## config.mk

```make
export PLATFORM = sky130hd
export DESIGN_NAME = bitwise_result_stage
export DESIGN_NICKNAME = d
export VERILOG_FILES = /design/src/rtl/alu_pkg.sv /design/src/rtl/bitwise_sel8.sv /design/src/rtl/bitwise_result_stage.sv
export SDC_FILE = /design/constraint.sdc
export NUM_CORES = 1
export LEC_CHECK = 0
export BUFFER_PORTS_ARGS = -buffer_cell sky130_fd_sc_hd__buf_2
export CAP_MARGIN = 20
export CORE_AREA = 2 2 75 77
export DETAILED_ROUTE_END_ITERATION = 10
export DIE_AREA = 0 0 77 79
export GPL_ROUTABILITY_DRIVEN = 0
export PLACE_DENSITY = 0.83
export SLEW_MARGIN = 15
export SYNTH_ARGS = -nofsm -noshare
export SYNTH_HDL_FRONTEND = slang
export SYNTH_SLANG_ARGS = --single-unit
```

## constraint.sdc

```tcl
create_clock -name clk -period 4.2 [get_ports clk]
set_input_delay 0.42 -clock clk [delete_from_list [all_inputs] [get_ports clk]]
set_output_delay 0.42 -clock clk [all_outputs]
set_load 0.02 [all_outputs]
```

## src/rtl/alu_pkg.sv

```systemverilog
// Shared ALU definitions: the bitwise op encoding used by the ALU top-level
// decoder and the result stage, plus the default datapath width.
package alu_pkg;

    localparam int ALU_WIDTH = 8;

    typedef enum logic [2:0] {
        OP_AND  = 3'd0,
        OP_NAND = 3'd1,
        OP_OR   = 3'd2,
        OP_XOR  = 3'd3,
        OP_XNOR = 3'd4,
        OP_NOR  = 3'd5,
        OP_NOTA = 3'd6,
        OP_NOTB = 3'd7
    } alu_op_e;

endpackage

```

## src/rtl/bitwise_sel8.sv

```systemverilog
// Combinational 8:1 select of the bitwise operator results by op, plus the
// zero / parity / msb flags of the selected value.
//   op                        : operation select (alu_op_e encoding)
//   and8..notb                : candidate results, WIDTH bits each
//   sel                       : selected result
//   zero / parity / msb       : sel == 0, ^sel, sel[WIDTH-1]
module bitwise_sel8
    import alu_pkg::*;
#(
    parameter int WIDTH = ALU_WIDTH
) (
    input  logic [2:0]       op,
    input  logic [WIDTH-1:0] and8,
    input  logic [WIDTH-1:0] nand8,
    input  logic [WIDTH-1:0] or8,
    input  logic [WIDTH-1:0] xor8,
    input  logic [WIDTH-1:0] xnor8,
    input  logic [WIDTH-1:0] nor8,
    input  logic [WIDTH-1:0] nota,
    input  logic [WIDTH-1:0] notb,
    output logic [WIDTH-1:0] sel,
    output logic             zero,
    output logic             parity,
    output logic             msb
);

    always_comb begin
        sel = '0;
        case (op)
            OP_AND:  sel = and8;
            OP_NAND: sel = nand8;
            OP_OR:   sel = or8;
            OP_XOR:  sel = xor8;
            OP_XNOR: sel = xnor8;
            OP_NOR:  sel = nor8;
            OP_NOTA: sel = nota;
            OP_NOTB: sel = notb;
            default: sel = '0;
        endcase
    end

    assign zero   = (sel == '0);
    assign parity = ^sel;
    assign msb    = sel[WIDTH-1];

endmodule

```

## src/rtl/bitwise_result_stage.sv

```systemverilog
// Two-entry result buffer behind the bitwise operator stage. On a push the
// result chosen by op is captured with its op and flags; the head entry is
// presented downstream with a valid/ready handshake. xfer_cnt counts pops.
//   clk, rst_n                : clock, async active-low reset
//   in_valid/in_ready, op     : upstream handshake and op select
//   and8..notB                : bitwise results, WIDTH bits each
//   out_valid/out_ready       : downstream handshake
//   result, op_q, zero,
//   parity, msb               : head entry contents
//   xfer_cnt                  : completed output transfers, wraps at 16 bits
module bitwise_result_stage
    import alu_pkg::*;
#(
    parameter int WIDTH = ALU_WIDTH,
    parameter int DEPTH = 2          // only 2 is supported (1-bit pointers)
) (
    input  logic             clk,
    input  logic             rst_n,
    input  logic             in_valid,
    output logic             in_ready,
    input  logic [2:0]       op,
    input  logic [WIDTH-1:0] and8,
    input  logic [WIDTH-1:0] nand8,
    input  logic [WIDTH-1:0] or8,
    input  logic [WIDTH-1:0] xor8,
    input  logic [WIDTH-1:0] xnor8,
    input  logic [WIDTH-1:0] nor8,
    input  logic [WIDTH-1:0] notA,
    input  logic [WIDTH-1:0] notB,
    output logic             out_valid,
    input  logic             out_ready,
    output logic [WIDTH-1:0] result,
    output logic [2:0]       op_q,
    output logic             zero,
    output logic             parity,
    output logic             msb,
    output logic [15:0]      xfer_cnt
);

    logic [WIDTH-1:0] sel;
    logic             sel_zero, sel_parity, sel_msb;

    bitwise_sel8 #(.WIDTH(WIDTH)) u_sel (
        .op     (op),
        .and8   (and8),
        .nand8  (nand8),
        .or8    (or8),
        .xor8   (xor8),
        .xnor8  (xnor8),
        .nor8   (nor8),
        .nota   (notA),
        .notb   (notB),
        .sel    (sel),
        .zero   (sel_zero),
        .parity (sel_parity),
        .msb    (sel_msb)
    );

    logic [WIDTH-1:0] res_mem [DEPTH];
    logic [2:0]       op_mem  [DEPTH];
    logic             zero_mem[DEPTH];
    logic             par_mem [DEPTH];
    logic             msb_mem [DEPTH];

    logic        rd_ptr, wr_ptr;
    logic [1:0]  count, count_nxt;
    logic        rdy_q;
    logic [15:0] xfer_q;
    logic        push, pop;

    // in_ready is a flop rather than decode of count so it stays low through
    // reset and rises only on the first edge after release.
    assign push = in_valid && rdy_q;
    assign pop  = (count != 2'd0) && out_ready;

    always_comb begin
        count_nxt = count;
        case ({push, pop})
            2'b10:   count_nxt = count + 2'd1;
            2'b01:   count_nxt = count - 2'd1;
            default: count_nxt = count;
        endcase
    end

    always_ff @(posedge clk or negedge rst_n) begin
        if (!rst_n) begin
            rd_ptr <= 1'b0;
            wr_ptr <= 1'b0;
            count  <= 2'd0;
            rdy_q  <= 1'b0;
            xfer_q <= 16'd0;
            // Cleared entries make the head read as result 0 with zero set.
            for (int i = 0; i < DEPTH; i++) begin
                res_mem[i]  <= '0;
                op_mem[i]   <= 3'd0;
                zero_mem[i] <= 1'b1;
                par_mem[i]  <= 1'b0;
                msb_mem[i]  <= 1'b0;
            end
        end else begin
            count <= count_nxt;
            rdy_q <= (count_nxt < 2'(DEPTH));
            if (push) begin
                res_mem[wr_ptr]  <= sel;
                op_mem[wr_ptr]   <= op;
                zero_mem[wr_ptr] <= sel_zero;
                par_mem[wr_ptr]  <= sel_parity;
                msb_mem[wr_ptr]  <= sel_msb;
                wr_ptr           <= ~wr_ptr;
            end
            if (pop) begin
                rd_ptr <= ~rd_ptr;
                xfer_q <= xfer_q + 16'd1;
            end
        end
    end

    assign in_ready  = rdy_q;
    assign out_valid = (count != 2'd0);
    assign result    = res_mem[rd_ptr];
    assign op_q      = op_mem[rd_ptr];
    assign zero      = zero_mem[rd_ptr];
    assign parity    = par_mem[rd_ptr];
    assign msb       = msb_mem[rd_ptr];
    assign xfer_cnt  = xfer_q;

endmodule

```

==> results_dict.tcl <==
set metrics [dict create \
    yosysWarnings 0 \
    setup_ws_ns 1.902 \
    final_common_cell "buf_2" \
    root_buffer "clkbuf_8" \
    cts_buffers 5 \
    synth.top_cell.area_share_pct 41.59 \
    grt_pass1_vias 2278 \
    syn_area_um2 2708 \
    cts_hold_buf 0 \
    arrival_ns 2.45 \
    path_cells "buf_2 > and4bb_1 > a31o_1 > o32ai_2 > ha_1 > xnor2_1 > xnor2_1 > o21ai_0" \
    post-place-ws_ns 1.598 \
    cts_max_path_buffers 2 \
    wl_met1_um 2583 \
    postCtsSetupBuffers 0 \
    grt_pass1_wl_um 10380 \
    tritoncts "done" \
    max_freq_mhz 435.2 \
    avgViaCountPerCell 5.348 \
    r2r_slack_ns 2.57 \
    drc 0 \
    die_area_um2 6083 \
    grt_max_degree 48 \
    irDropWorstVdd_v 0.0002463 \
    worst_path_largest_cell_delay_ns 0.47 \
    worstMarginPinSlew_ns 0.9057 \
    die_x_um 77 \
    slew_headroom_pct 39.45 \
    crit_slowest_cell "buf_2" \
    die_h_um 79 \
    initial_utilization_pct 50.73 \
    io_pins 103 \
    clock_skew_ns 0.004885 \
    finalMaxSlewViolations 0 \
    required_ns 4.35 \
    worstPathMaxFanout 27 \
    antenna_found_initial 0 \
    yosys-top-cells-area "dfrtp_1, mux2i_1, xnor2_1, nand2_1, mux2_2" \
    n_antenna_cell 0 \
    hold_class "input port to async pin" \
    path_clk_slew_ns 0.08 \
    rows 27 \
    place_hpwl_um 4790 \
    powerDensity_nw_per_um2 548.8 \
    outcome "finished with violations" \
    min_period_ns 2.298 \
    antenna_left 0 \
    postSynthCellCount 263 \
    synth-seq-cells 47 \
    cp_common_cell "xnor2_1" \
    fin_nets 435 \
    cts-htree-levels 2 \
    ys_seq_area_share_pct 43.53 \
    layout_common_cells "buf_2, dfrtp_1, nand2_1, xnor2_1, mux2i_1" \
    grt_setup_unrepaired "false" \
    top_layer_used "met4" \
    setup_tns_ns 0 \
    met3_length_um 270 \
    leakagePower_nw 1.646 \
    grt_overflow 0 \
    first_pass_iters 4 \
    end_kind "flop" \
    setup_viol 0 \
    clock_latency_ns 0.29 \
    synth_cell_types 44 \
    hold_violations 10 \
    cap_violations 0 \
    io_buffers 102 \
    period_share_pct 54.70 \
    syn_area_per_cell_um2 10.30 \
    vias 2305 \
    drtIter0Drc 117 \
    core_area_um2 5338 \
    crit_type "input port to flop" \
    met2_length_um 3236 \
    violations "negative hold slack" \
    clkSinkCount 47 \
    gr-usage-all-layers_pct 21.22 \
    hold_slack_ns -0.008899 \
    crit_path_start_kind "input port" \
    cts_resized 0 \
    areaGrowthSynthToFinish_pct 22.64 \
    avgRoutedWirePerCell_um 14.40 \
    drive_gt1_share_pct 38.72 \
    yosys.area.top_type "dfrtp_1" \
    synth_fp_nets 340 \
    wl_um 6207 \
]
==> cell usage after synthesis, drive strengths merged <==
cell,count
mux2,13
and4bb,1
or2,3
a31o,2
or2b,2
dfstp,2
and3,1
ha,6
buf,11
xnor2,19
nor2b,3
nor3,3
nand3,6
a22o,1
nand4b,2
clkbuf,4
and2,2
dfrtp,45
o22ai,8
a211oi,4
inv,5
nand2,41
o31ai,2
xor2,3
mux2i,17
a32o,1
a21oi,3
nor2,4
o32ai,5
nand2b,4
o21ai,27
nor4bb,1
nand4,4
and4,4
nor3b,1
o2bb2ai,3
==> power by group <==
group	total [mW]	switching (mW)	internal (mW)
combinational	0.788	0.452	0.336
clock	0.282	0.147	0.135
sequential	0.752	0.138	0.614
total	1.82	0.737	1.09
==> final cells by class <==
| cell class | count | area, um^2 |
|---|---|---|
| Inverter | 5 | 18.77 |
| Clock buffer | 7 | 86.33 |
| Fill cell | 464 | 2017 |
| Timing Repair Buffer | 103 | 530.5 |
| Multi-Input combinational cell | 196 | 1408 |
| Tap cell | 72 | 90.09 |
| Sequential cell | 47 | 1179 |
| Clock inverter | 1 | 8.758 |
==> flip-flops by register name, indices dropped and copies added, names as in the netlist <==
| signal | flops |
|---|---|
| count | 2 |
| wr_ptr | 1 |
| par_mem | 2 |
| zero_mem | 2 |
| op_mem | 6 |
| rd_ptr | 1 |
| xfer_cnt | 16 |
| in_ready | 1 |
| res_mem | 16 |
==> logic make-up (layout without fill, tap and decap cells) <==
kind of cell,count (synthesis),count (layout),share of synthesized area [%]
DFF,47,47,43.53
xor gates and xnor gates,22,22,7.117
and+or+nand+nor,82,82,15.71
adders and majority gates,6,6,2.773
buffers and inverters,20,116,4.482
muxes,30,30,11.69
AOI/OAI and AO/OA,56,56,14.70
==> final timing paths <==
path	cells after the start	to	from
worst min register to register	2	op_mem[5]$_DFFE_PN0P_	op_mem[5]$_DFFE_PN0P_
worst min-delay path	1	xfer_cnt[15]$_DFFE_PN0P_	rst_n
min in group clk	4	wr_ptr$_DFFE_PN0P_	in_valid
worst max register to register	6	in_ready$_DFF_PN0_	count[0]$_DFFE_PN0N_
worst max-delay path	8	par_mem[1]$_DFFE_PN0P_	op[0]
max in group asynchronous	2	zero_mem[0]$_DFFE_PN1P_	rst_n
==> metrics by stage <==
| step | hold WS (ns) | power, mW | area (um^2) | utilization (%) | std cells |
|---|---|---|---|---|---|
| finish | -0.008899 | 1.822 | 3321 | 62.21 | 431 |
| global route | 0.004892 | 1.944 | 3321 | 62.21 | 431 |
| CTS | 0.3171 | 1.833 | 3301 | 61.84 | 430 |
| detailed placement | 0.4668 | 1.551 | 3206 | 60.06 | 422 |
| global placement | 0.4569 | 1.520 | 3206 | 60.06 | 422 |
| floorplan | 0.1244 | 1.305 | 2708 | - | 263 |
==> metal layers <==
metal  vias to the layer above  GRT usage (%)
li1                       1136              -
met1                      1097          26.14
met2                        61          36.84
met3                        11          4.318
met4                         0          8.214
met5                         -              0
==> critical path: cells and delay by family <==
| kind | cells | cell delay, ns |
|---|---|---|
| compound gates | 3 | 0.65 |
| buf+inv | 1 | 0.47 |
| xor+xnor | 2 | 0.36 |
| fa+ha+maj | 1 | 0.30 |
| simple gates | 1 | 0.25 |
Power figures use the tool's default switching activity.
